--- src/rtl/matvec_y_drain.sv ---
// -----------------------------------------------------------------------------
// matvec_y_drain
//
// Output side of the matrix-vector multiply pipeline. It keeps a valid tag for
// each slot of the multiplier pipeline and drives the pipeline clock enable.
// When a finished vector reaches the end of the pipeline it is copied into a
// one-vector buffer. The buffered vector then leaves one row per beat on a
// valid/ready stream. The pipeline is frozen only when a finished vector is
// waiting and the buffer is still busy with the previous one.
//
// Ports
//   clk      in   clock; all state changes on the rising edge
//   rst      in   synchronous active-high reset
//   s_valid  in   upstream presents a k/x pair to the multiplier this cycle
//   s_ready  out  upstream pair accepted when s_valid && s_ready (equals cen)
//   cen      out  clock enable for the multiply pipeline
//   y        in   packed signed pipeline results, row r at [r*W_Y +: W_Y]
//   m_data   out  signed row result
//   m_row    out  index of the row on m_data
//   m_valid  out  m_data valid
//   m_ready  in   downstream accepts the beat
//   m_last   out  high on the beat that carries row R-1
// -----------------------------------------------------------------------------
module matvec_y_drain #(
    parameter int R   = 2,
    parameter int C   = 2,
    parameter int W_X = 3,
    parameter int W_K = 3,
    parameter int W_Y = W_X + W_K + $clog2(C),
    parameter int LAT = $clog2(C) + 1,
    parameter int W_R = (R > 1) ? $clog2(R) : 1
) (
    input  logic                  clk,
    input  logic                  rst,
    input  logic                  s_valid,
    output logic                  s_ready,
    output logic                  cen,
    input  logic [R*W_Y-1:0]      y,
    output logic signed [W_Y-1:0] m_data,
    output logic [W_R-1:0]        m_row,
    output logic                  m_valid,
    input  logic                  m_ready,
    output logic                  m_last
);

    // State
    logic [LAT-1:0]        tag_q, tag_d;       // valid tag for each pipeline slot
    logic signed [W_Y-1:0] buf_q [R];          // capture buffer, one entry per row
    logic                  buf_full_q, buf_full_d;
    logic [W_R-1:0]        row_q, row_d;

    // Handshake terms
    logic tag_top;
    logic row_last;
    logic fire;
    logic drain;
    logic free;
    logic capture;

    always_comb begin
        tag_top  = tag_q[LAT-1];
        row_last = (row_q == W_R'(R - 1));

        m_valid = buf_full_q;
        m_last  = buf_full_q && row_last;
        m_data  = buf_q[row_q];
        m_row   = row_q;

        fire  = m_valid && m_ready;
        drain = fire && m_last;
        // The buffer can take a new vector if it is empty, or if its last
        // row leaves on this same edge.
        free    = !buf_full_q || drain;
        capture = tag_top && free;

        // The pipeline stops only when its oldest slot holds a finished vector
        // that has nowhere to go.
        cen     = !rst && !(tag_top && !free);
        s_ready = cen;
    end

    // Next-state logic
    always_comb begin
        // NOTE: every signal gets a default here, so no path through the block
        // can leave a value unassigned and infer a latch.
        tag_d      = tag_q;
        buf_full_d = buf_full_q;
        row_d      = row_q;

        if (cen) begin
            tag_d[0] = s_valid;
            for (int i = 1; i < LAT; i++) begin
                tag_d[i] = tag_q[i-1];
            end
        end

        // When a drain and a capture happen on the same edge, buf_full stays
        // set and the next vector follows with no bubble.
        if (capture) begin
            buf_full_d = 1'b1;
        end else if (drain) begin
            buf_full_d = 1'b0;
        end

        if (fire) begin
            row_d = row_last ? '0 : row_q + W_R'(1);
        end
    end

    // NOTE: registers use non-blocking assignments. Every flop then samples
    // the values from before the edge, whatever order the blocks run in.
    always_ff @(posedge clk) begin
        if (rst) begin
            tag_q      <= '0;
            buf_full_q <= 1'b0;
            row_q      <= '0;
        end else begin
            tag_q      <= tag_d;
            buf_full_q <= buf_full_d;
            row_q      <= row_d;
        end
    end

    // NOTE: the data buffer has no reset. buf_full qualifies its contents, so
    // clearing the data would only add reset fan-out.
    always_ff @(posedge clk) begin
        if (capture) begin
            for (int r = 0; r < R; r++) begin
                buf_q[r] <= y[r*W_Y +: W_Y];
            end
        end
    end

endmodule

--- config.mk ---
export PLATFORM = sky130hd
export DESIGN_NAME = matvec_y_drain
export DESIGN_NICKNAME = d
export VERILOG_FILES = /design/src/rtl/matvec_y_drain.sv
export SDC_FILE = /design/constraint.sdc
export NUM_CORES = 1
export LEC_CHECK = 0
export BUFFER_PORTS_ARGS = -buffer_cell sky130_fd_sc_hd__buf_2
export CELL_PAD_IN_SITES_DETAIL_PLACEMENT = 1
export CELL_PAD_IN_SITES_GLOBAL_PLACEMENT = 2
export CORE_MARGIN = 2
export CORE_UTILIZATION = 31
export DETAILED_ROUTE_END_ITERATION = 6
export GPL_TIMING_DRIVEN = 0
export PLACE_DENSITY_LB_ADDON = 0.3
export SYNTH_ARGS = -nofsm -noshare
export SYNTH_HDL_FRONTEND = slang
export SYNTH_SLANG_ARGS = --single-unit
--- constraint.sdc ---
create_clock -name clk -period 2.45 [get_ports clk]
set_clock_uncertainty 0.05 [all_clocks]
set_input_delay 0.245 -clock clk [delete_from_list [all_inputs] [get_ports clk]]
set_output_delay 0.245 -clock clk [all_outputs]
set_load 0.01 [all_outputs]
==> results.toml <==
[finish]
number_of_nets_at_the_end_of_the_flow = 95
seq_area_um2 = 520
n_antenna_cell = 0
layout-drive-gt1-share_pct = 57.9
flow.area_growth_from_synthesis_pct = 29.0
multi_input_comb_area_um2 = 179
final.fill_count = 243

[timing]
final-max-slew-violation-count = 0
relSlewSlack_pct = 78.7
timing.final.crit_period_ns = 1.60
timing.final.setup_violations = 0
grt_setup_unrepaired = "no"
min_period_over_period_pct = 65.1
highest_attainable_clock_frequency_mhz = 627
hold_viol_final = 0
tns_ns = 0
final.hold.worst_slack_ns = 0.0727
tightest_slew_ns = 0.320

[pwr]
power_leakage_nw = 0.387
power_density_mw_per_mm2 = 622
ir_worst_vdd_v = 0.000279

[clocking]
tritoncts = "built"
h-tree-depth = 1
cts.hold.buffers_added = 0
worstSkewPairLatency_ns = 0.29
worst_setup_hold_path_clk_slew_ns = 0.10
ctsRootBufferMaster = "clkbuf_4"
buffers_inserted_during_post_cts_setup_optimization = 0
tritoncts_buffer_count = 3
cts-root-to-sink-buffers = 2
cts.sink_count = 19
post_cts_resized = 0

[detailed_routing]
detail_route.vias_per_cell = 4.26
firstDrtPassIters = 2
residual_drc_count = 0
drt_iter0_markers = 4
antenna_violating_nets_post_route = 0
routed_wl_um = 1280
dr_total_vias = 443
routed_wire_length_per_instance_um = 12.3

[placement]
io_buffer_count = 29
routabilityCongestion = 0.649

[synth]
ys_top_cells_by_count = "14 x edfxtp_1, 7 x mux2_2, 5 x dfxtp_1, 5 x nor2_1, 2 x a21oi_1"
number_of_standard_cells_after_synthesis = 43
ys_top_cells_by_area = "edfxtp_1 59%, dfxtp_1 14%, mux2_2 11%"
synthDominantCellAreaShare_pct = 59.1
ys_seq_area_share_pct = 73.1
yosys_register_bits = 19
mappedNetlistNets = 61
synth_warnings = 0
synth_top_cell_by_area = "edfxtp_1"
number_of_enable_type_register_cells_in_the_synthesized_netlist = 14
async_flop_share_pct = 0
synth.lib_cells_used.distinct = 15
synthFlopType = "edfxtp_1"
synthesis.area_um2 = 712
synth.most_common_cell = "edfxtp_1"
mapped_avg_cell_area_um2 = 16.6

[run_status]
status = "finished, final reports clean"

[job]
cap_viol_max_count = 0

[floorplanning]
num_rows = 17
die_y_um = 51.9
core_mm2 = 0.00219
horiz_die_dim_um = 51.9
initial_utilization_pct = 32.5
pin_count = 30
area_of_the_die_mm2 = 0.00270

[min_path]
hold_path_class = "input port to register"
worstHoldPathCells = 1

[worst_setup_path]
cp_data_required_time_ns = 2.15
setup.worst_path.end_class = "primary output"
worstRegToRegCells = 2
critPathMaxFanout = 7
cp.arrival_ns = 1.30
crit_path_kind = "register to primary output"
critical_path.startpoint_type = "register"

[grt]
grt_pass1_vias = 476
grt_antenna_before_repair = 0
grt_overflow_total = 0
grt_pass1_wl_um = 2100
grt_max_degree = 15
grt_usage_pct = 11.1
## routing by layer
metal	wire length, um	up-vias	part of all wire, %	GRT usage (%)
met1	546	206	43	12.9
li1	-	221	-	-
met5	0	-	0	0
met2	658	16	51	18.4
met3	76	0	5.9	3.45
met4	0	0	0	5.26
## flip-flops by register name, summed over array words and instances (netlist names), named ones only
name / count
buf_q: 14
m_row: 1
m_valid: 1
tag_q: 2
## logic make-up (layout without fill, tap and decap cells)
logic type / count (synthesis) / in the layout / synth area share (%)
compound gates: 5 / 5 / 6.50
xor+xnor: 1 / 1 / 1.23
buf+inv: 2 / 35 / 1.76
flops: 19 / 19 / 73.1
mux: 7 / 7 / 11.1
simple gates: 9 / 9 / 6.33
## final cells by class
cell class / count / area share (%)
Sequential cell: 19 / 56.7
Tap cell: 28 / 3.81
Clock buffer: 4 / 2.86
Multi-Input combinational cell: 22 / 19.5
Buffer: 2 / 1.36
Timing Repair Buffer: 29 / 15.8
## critical path: stages, from the launching register on
cell and delay [ns]:
dfxtp_1 0.32, buf_2 0.19, mux2_2 0.36, buf_2 0.14
## per-stage QoR
stage	instances	setup slack [ns]	util (%)	total power [mW]	instance area (um^2)
after CTS	104	0.811	41.9	0.585	918
final	104	0.854	41.9	0.571	918
after floorplan	43	1.17	-	0.396	712
after global placement	100	1.14	40.7	0.422	892
after global routing	104	0.749	41.9	0.602	918
after detailed placement	100	1.12	40.7	0.425	892
## cell usage in the layout, fill, tap and decap left out
master | netlist | final
mux2_2 | 7 | 7
a21boi_4 | 1 | 1
clkbuf_1 | 0 | 1
and2b_2 | 1 | 1
nand2_1 | 1 | 1
dfxtp_1 | 5 | 5
a21boi_0 | 1 | 1
and3_1 | 1 | 1
clkbuf_4 | 0 | 3
a21oi_1 | 2 | 2
buf_4 | 1 | 1
nor2_1 | 5 | 5
and2_2 | 1 | 1
edfxtp_1 | 14 | 14
buf_2 | 1 | 30
xor2_1 | 1 | 1
o21ba_1 | 1 | 1
## power by group
group / switching [mW] / internal, mW / total (mW) / leakage [nW]
Combinational: 0.0248 / 0.0282 / 0.0530 / 0.203
Clock: 0.0918 / 0.0633 / 0.155 / 0.0150
Sequential: 0.00516 / 0.358 / 0.363 / 0.169
Total: 0.122 / 0.449 / 0.571 / 0.387
## final timing paths
path,from,end,slack (ns)
worst max register to register,m_row,buf_q[1][2],1.12
worst max-delay path,register,m_data[4],0.85
worst min register to register,tag_q[0],tag_q[1],0.44
worst min-delay path,y[0],buf_q[0][0],0.07
Note: power is estimated with default switching activity, not from simulation.
